===== src/rtl/sync_fifo_pkg.sv =====
// sync_fifo_pkg: shared constants and types for the sync FIFO read-side adapter
package sync_fifo_pkg;
  localparam int FIFO_RD_LAT = 1;
  localparam int FWFT_BUF_DEPTH = 2;
  localparam int OCC_W = $clog2(FWFT_BUF_DEPTH + 1);
  typedef logic [OCC_W-1:0] occ_t;
endpackage


===== src/rtl/fwft_skid_buf.sv =====
// fwft_skid_buf: two-entry output buffer presenting a registered valid/data stream
module fwft_skid_buf
  import sync_fifo_pkg::*;
#(
  parameter int WIDTH = 8
) (
  input  logic             clk,
  input  logic             rst_n,
  input  logic             flush,
  input  logic             push,
  input  logic [WIDTH-1:0] din,
  input  logic             m_ready,
  output logic             pop,
  output occ_t             occ,
  output logic             m_valid,
  output logic [WIDTH-1:0] m_data
);
  logic [WIDTH-1:0] mem_q [FWFT_BUF_DEPTH];
  logic [WIDTH-1:0] mem_d [FWFT_BUF_DEPTH];
  logic head_q, head_d, tail_q, tail_d;
  occ_t occ_q, occ_d;
  logic m_valid_q, m_valid_d;
  logic [WIDTH-1:0] m_data_q, m_data_d;
  // next buffer state; outputs are registered copies of the next head entry
  always_comb begin
    pop = m_valid_q & m_ready;
    mem_d = mem_q;
    if (push) mem_d[tail_q] = din;
    occ_d = flush ? '0 : occ_q + occ_t'(push) - occ_t'(pop);
    head_d = ~flush & (head_q ^ pop);
    tail_d = ~flush & (tail_q ^ push);
    m_valid_d = occ_d != '0;
    m_data_d = mem_d[head_d];
  end
  // state registers; overflow is prevented by the reader's read credit
  always_ff @(posedge clk or negedge rst_n) begin
    if (!rst_n) begin
      mem_q <= '{default: '0};
      head_q <= 1'b0;
      tail_q <= 1'b0;
      occ_q <= '0;
      m_valid_q <= 1'b0;
      m_data_q <= '0;
    end else begin
      assert (!(occ_q == occ_t'(FWFT_BUF_DEPTH) && push && !pop));
      mem_q <= mem_d;
      head_q <= head_d;
      tail_q <= tail_d;
      occ_q <= occ_d;
      m_valid_q <= m_valid_d;
      m_data_q <= m_data_d;
    end
  end
  assign occ = occ_q;
  assign m_valid = m_valid_q;
  assign m_data = m_data_q;
endmodule


===== src/rtl/sync_fifo_fwft_reader.sv =====
// sync_fifo_fwft_reader: FWFT valid/ready front end for sync_fifo_spram; FWFT_XFER_CNT_EN adds xfer_cnt
module sync_fifo_fwft_reader
  import sync_fifo_pkg::*;
#(
  parameter int WIDTH = 8
`ifdef FWFT_XFER_CNT_EN
  , parameter int CNT_W = 16
`endif
) (
  input  logic             clk,
  input  logic             rst_n,
  input  logic             flush,
  input  logic             fifo_empty,
  output logic             fifo_rd,
  input  logic [WIDTH-1:0] fifo_dout,
  output logic             m_valid,
  input  logic             m_ready,
  output logic [WIDTH-1:0] m_data
`ifdef FWFT_XFER_CNT_EN
  , output logic [CNT_W-1:0] xfer_cnt
`endif
);
  localparam int CRED_W = OCC_W + 1;
  logic [FIFO_RD_LAT-1:0] rd_pend_q, rd_pend_d;
  logic push, pop;
  occ_t occ;
  logic [CRED_W-1:0] credit;
  // issue a read only when the buffer can absorb it after this cycle's pop
  always_comb begin
    push = rd_pend_q[FIFO_RD_LAT-1] & ~flush;
    credit = CRED_W'(occ) + CRED_W'(rd_pend_q[FIFO_RD_LAT-1]) - CRED_W'(pop);
    fifo_rd = rst_n & ~flush & ~fifo_empty & (credit < CRED_W'(FWFT_BUF_DEPTH));
    rd_pend_d = FIFO_RD_LAT'(fifo_rd);
  end
  // track the read whose data returns next cycle
  always_ff @(posedge clk or negedge rst_n) begin
    if (!rst_n) rd_pend_q <= '0;
    else rd_pend_q <= rd_pend_d;
  end
  fwft_skid_buf #(.WIDTH(WIDTH)) u_buf (
    .clk     (clk),
    .rst_n   (rst_n),
    .flush   (flush),
    .push    (push),
    .din     (fifo_dout),
    .m_ready (m_ready),
    .pop     (pop),
    .occ     (occ),
    .m_valid (m_valid),
    .m_data  (m_data)
  );
`ifdef FWFT_XFER_CNT_EN
  logic [CNT_W-1:0] xfer_cnt_q, xfer_cnt_d;
  always_comb xfer_cnt_d = xfer_cnt_q + CNT_W'(pop);
  // count accepted beats; only reset clears it, flush does not
  always_ff @(posedge clk or negedge rst_n) begin
    if (!rst_n) xfer_cnt_q <= '0;
    else xfer_cnt_q <= xfer_cnt_d;
  end
  assign xfer_cnt = xfer_cnt_q;
`endif
endmodule

===== config.mk =====
export PLATFORM = sky130hd
export DESIGN_NAME = sync_fifo_fwft_reader
export DESIGN_NICKNAME = d
export VERILOG_FILES = /design/src/rtl/sync_fifo_pkg.sv /design/src/rtl/fwft_skid_buf.sv /design/src/rtl/sync_fifo_fwft_reader.sv
export SDC_FILE = /design/constraint.sdc
export NUM_CORES = 1
export LEC_CHECK = 0
export ABC_CLOCK_PERIOD_IN_PS = 2100
export CAP_MARGIN = 20
export CORE_UTILIZATION = 46
export DETAILED_ROUTE_END_ITERATION = 16
export PLACE_DENSITY = 0.73
export SLEW_MARGIN = 20
export SYNTH_ARGS = -nofsm -noshare
export SYNTH_HDL_FRONTEND = slang
export SYNTH_SLANG_ARGS = --single-unit

===== constraint.sdc =====
create_clock -name clk -period 2.1 [get_ports clk]
set_clock_uncertainty 0.05 [all_clocks]
set_input_delay 0.315 -clock clk [delete_from_list [all_inputs] [get_ports clk]]
set_output_delay 0.315 -clock clk [all_outputs]
set_load 0.01 [all_outputs]

After elaboration in Yosys (flattened, before gate mapping) --
Cells that the tools add are included.
Storage, ports and cells: register bits 30, output and inout bits 10, word-level logic and storage cells 39
Cells by class: add/sub/neg operators 4, order comparisons 4, multiplexer cells 8, bitwise gates (word level) 13, reductions and logical operators 2
Operator list (count):
- 8-bit 2-to-1 mux | 4
- 16-bit bitwise mux | 1
- 16-bit 2-to-1 mux | 1
- 8-bit demux with 1-bit select | 1
- 1-bit AND | 7
- 2-bit greater-or-equal comparator (second input constant) | 2
- 1-bit inverter with 2-bit output | 2
- 2-bit by 1-bit adder with 3-bit output | 1
- 3-bit by 2-bit less-than comparator with 1-bit output (second input constant) | 1
- 3-bit by 1-bit subtractor with 3-bit output | 1
- 2-bit by 1-bit adder with 2-bit output | 1
- 2-bit by 1-bit less-than comparator with 1-bit output (second input constant) | 1
- 2-bit 2-to-1 mux | 1
- 1-bit inverter | 2
- 2-bit nonzero test | 1
- 2-bit by 1-bit subtractor with 2-bit output | 1
- 1-bit XOR | 2
- 1-bit logical AND | 1

Logic depth before layout (Yosys ltp) --
word-level depth 10, depth in mapped cells 8, gate-level depth less buffers 7

By module --
Synthesis repeated with hierarchy kept, for this count alone.
Unflattened totals: cell total of the unflattened synthesis 90, area total of the unflattened synthesis 1345.0 um^2
By module, submodules not included:
- fwft_skid_buf | instances 1, cells an instance 81, area each 1244.9 um^2, sequential area each 725.7 um^2
- sync_fifo_fwft_reader | instances 1, cells an instance 9, area each 100.1 um^2, sequential area each 25.0 um^2

Least setup slack after synthesis --
OpenSTA, ideal clock, no wires.
path type register -> output, from register u_buf.m_valid_q, in the netlist u_buf.m_valid, to output port fifo_rd, arrival 1.837 ns, data required time 1.735 ns, path slack -0.102 ns, cell stages (with the launch flop) 9, buffers on the path 1, path through dfrtp_1 > and2_4 > buf_6 > ha_1 > inv_1 > nand2_1 > fa_1 > nand4bb_1 > nor2_1
On the way: cells in the longest elaborated chain, start to end 4
RTL lines:
- from (decl) | RTL line fwft_skid_buf.sv:22 | logic m_valid_q, m_valid_d;
- from (signal assigned) | RTL line fwft_skid_buf.sv:50 | m_valid_q <= m_valid_d;
- 1-bit AND | RTL line fwft_skid_buf.sv:26 | pop = m_valid_q & m_ready;
- 3-bit by 1-bit subtractor with 3-bit output | RTL line sync_fifo_fwft_reader.sv:31 | credit = CRED_W'(occ) + CRED_W'(rd_pend_q[FIFO_RD_LAT-1]) - CRED_W'(pop);
- 3-bit by 2-bit less-than comparator with 1-bit output | RTL line sync_fifo_fwft_reader.sv:32 | fifo_rd = rst_n & ~flush & ~fifo_empty & (credit < CRED_W'(FWFT_BUF_DEPTH));
- 1-bit AND | RTL line sync_fifo_fwft_reader.sv:32
- to (decl) | RTL line sync_fifo_fwft_reader.sv:14 | output logic fifo_rd,
No other way between the ends.

Final worst setup path --
Same ends and word-level chain as after synthesis.

==> results.py <==
metrics = {
    "worst_setup_path": {
        "crit_buf_inv": 2,
        "crit_chain": "and2_4 > ha_4 > inv_2 > nand2_2 > fa_1 > nand4bb_1 > nor2_2 > buf_2",
        "endpoint_kind": "primary output",
        "slowest_stage": "fa_1",
        "reg2reg_from": "u_buf.m_valid",
        "worstPathArrival_ns": 2.00,
        "worst-path-max-fanout": 2,
        "required_ns": 1.74,
        "critPathLaunch": "u_buf.m_valid",
        "max_stage_delay_ns": 0.48,
        "critical_path_class": "reg -> out",
        "worst_setup_path_start_kind": "flop",
        "cp_top_family": "adder cells",
    },
    "synth": {
        "ys_ff_latch": 30,
        "synth.avg_cell_area_sq_um": 10.8,
        "synth-async-reset-ratio": 1.00,
        "synthCells": 126,
        "synthTopCellsByCount": "dfrtp_1, inv_1, nand2_1",
        "ys_top_cells_by_area": "dfrtp_1, inv_1, a222oi_1",
        "synth-edff-count": 0,
        "yosysTopAreaCell": "dfrtp_1",
        "synth_top_area_share": 0.550,
        "synthesis.area_sq_mm": 0.00136,
        "ys_seq_area_frac": 0.550,
        "synth.distinct_cells": 28,
        "synth_flop_cell": "dfrtp_1",
        "yosysWarnings": 0,
        "yosysMostFrequentCell": "dfrtp_1",
        "syn_nets": 143,
    },
    "power": {
        "p_per_area_mw_per_mm2": 1170,
        "vdd_drop_max_mv": 0.959,
        "leakage_nw": 0.871,
    },
    "clock_network": {
        "cts.path.max_buffers": 2,
        "clockRootBuffer": "clkbuf_4",
        "cts_buffers": 5,
        "cts_tree": "done",
        "htree_levels": 2,
        "ctsHoldBuffers": 0,
        "cts_sinks": 30,
        "path_clk_slew_ns": 0.09,
        "clock_latency_ns": 0.32,
    },
    "timing": {
        "post-route-min-period_ns": 2.37,
        "max_freq_ghz": 0.422,
        "drv_slew": 0,
        "final.setup.worst_slack_ns": -0.267,
        "fin_crit_sh": 1.13,
        "rsz0062_at_grt": "true",
        "relSlewSlack": 0.602,
        "finalSetupTns_ns": -0.366,
        "finalHoldViolations": 0,
        "setup_viol": 2,
        "worst_pin_slew_ns": 0.597,
    },
    "layout": {
        "layout.nets": 187,
        "n_fill_cell": 212,
        "syn2layout_area_growth_pct": 34.5,
        "drive_gt1_frac": 0.218,
        "utilization": 0.659,
        "area.sequential_sq_um": 751,
        "multiInputGateArea_sq_um": 505,
        "diodes": 0,
        "final_cells": 201,
    },
    "drt": {
        "wirelength_mm": 2.73,
        "routed_via_density": 5.00,
        "wl_per_cell_um": 13.6,
        "drtIter0Drc": 32,
        "drcViolationCount": 0,
        "via_count": 1005,
        "drtPass1Iterations": 7,
        "ant_nets": 0,
    },
    "floorplan": {
        "die_y_um": 56.5,
        "floorplan.initialDensity": 0.490,
        "die_area_sq_mm": 0.00319,
        "die_w_um": 56.5,
        "core_area_sq_mm": 0.00278,
        "rows": 19,
        "ios": 23,
    },
    "flow_run": {
        "max_cap_violations": 0,
    },
    "placed_design": {
        "portBuffers": 22,
        "gp_congestion": 0.811,
        "dp.cells": 188,
        "hpwl_mm": 1.89,
    },
    "global_route": {
        "grt_use_total": 0.195,
        "grt_pass1_wl_mm": 4.62,
        "grt-ovfl-total": 0,
        "antenna_found_initial": 0,
        "grt_pass1_vias": 985,
        "grt_max_degree": 31,
    },
    "status": {
        "violations": "setup timing",
        "status": "finished with violations",
    },
    "min_path": {
        "min_path_type": "in -> async",
    },
}
[timing repair]
| item | 4_1_cts | 5_1_grt |
|---|---|---|
| setup endpoints to repair | 1 | 2 |
| gates resized for setup | 6 | 0 |
| gates cloned | 0 | 0 |
| setup buffers | 4 | 2 |
| pin swaps | 3 | 2 |
[path summary, 6_finish.rpt]
check	to	slack [ns]	cells past startpoint
max	fifo_rd	-0.27	8
max in group asynchronous	u_buf.m_data[1]	1.33	2
min	u_buf.mem_q[6]	0.41	2
max reg2reg	rd_pend_q	-0.10	12
min in group clk	u_buf.mem_q[6]	0.45	1
min reg2reg	u_buf.mem_q[6]	0.45	1
[metal layers]
layer | up-vias | global-route usage | routed length, um
li1 | 495 | - | -
met1 | 477 | 0.269 | 1170
met2 | 28 | 0.286 | 1380
met3 | 5 | 0.0714 | 143
met4 | 0 | 0.0627 | 31
met5 | - | 0 | 0
[registers in the layout, indices dropped and copies added, names as in the netlist]
name,flops
u_buf.occ,2
u_buf.tail_q,1
u_buf.mem_q,16
u_buf.head_q,1
u_buf.m_valid,1
u_buf.m_data,8
rd_pend_q,1
[cell type report]
class                           instances  share of cell area
Tap cell                               31              0.0211
Multi-Input combinational cell         65               0.276
Timing Repair Buffer                   41               0.194
Inverter                               27              0.0553
Clock buffer                            6              0.0280
Clock inverter                          1              0.0164
Sequential cell                        30               0.409
[stage by stage]
stage	cell area, sq um	power, mW	setup WS [ns]	hold slack [ns]
final	1830	2.15	-0.267	0.406
after global routing	1830	2.29	-0.393	0.411
after detailed placement	1710	1.66	-0.784	0.427
after CTS	1820	2.17	-0.326	0.409
after floorplan	1380	1.31	0.00353	-0.0306
after global placement	1710	1.62	-0.732	0.415
[cells by family (layout without fill, tap and decap cells)]
group	after synthesis	in the layout	synth area share
buffers and inverters	31	75	0.0917
DFF	30	30	0.550
and+or+nand+nor	28	28	0.110
AOI/OAI and AO/OA	24	24	0.116
muxes	6	6	0.0569
adders and majority gates	4	4	0.0422
xor gates and xnor gates	3	3	0.0330
[cells in the final DEF, fill, tap and decap left out]
cell / count
a21o_1: 1
xnor2_1: 1
ha_1: 2
buf_4: 19
and2_4: 1
nand2_1: 14
nand4bb_1: 1
o21ai_1: 14
nor2_1: 2
nor2b_1: 3
ha_4: 1
or2_1: 1
nor2_2: 1
clkbuf_4: 5
mux2i_1: 1
nand2b_1: 2
mux2_1: 4
a21oi_1: 2
inv_2: 2
clkbuf_8: 1
buf_2: 1
xor2_1: 1
inv_1: 25
dlygate4sd2_1: 1
clkdlybuf4s50_1: 20
bufinv_16: 1
xnor2_4: 1
fa_1: 1
nor3b_4: 1
dfrtp_1: 30
nand2_2: 2
mux2i_4: 1
a222oi_1: 7
[power by group]
part	total, mW	leakage [nW]	internal [mW]	switching (mW)
clock	0.468	0.0443	0.277	0.191
combinational	0.792	0.444	0.450	0.342
sequential	0.886	0.383	0.798	0.0882
Note: power is estimated with default switching activity, not from simulation.
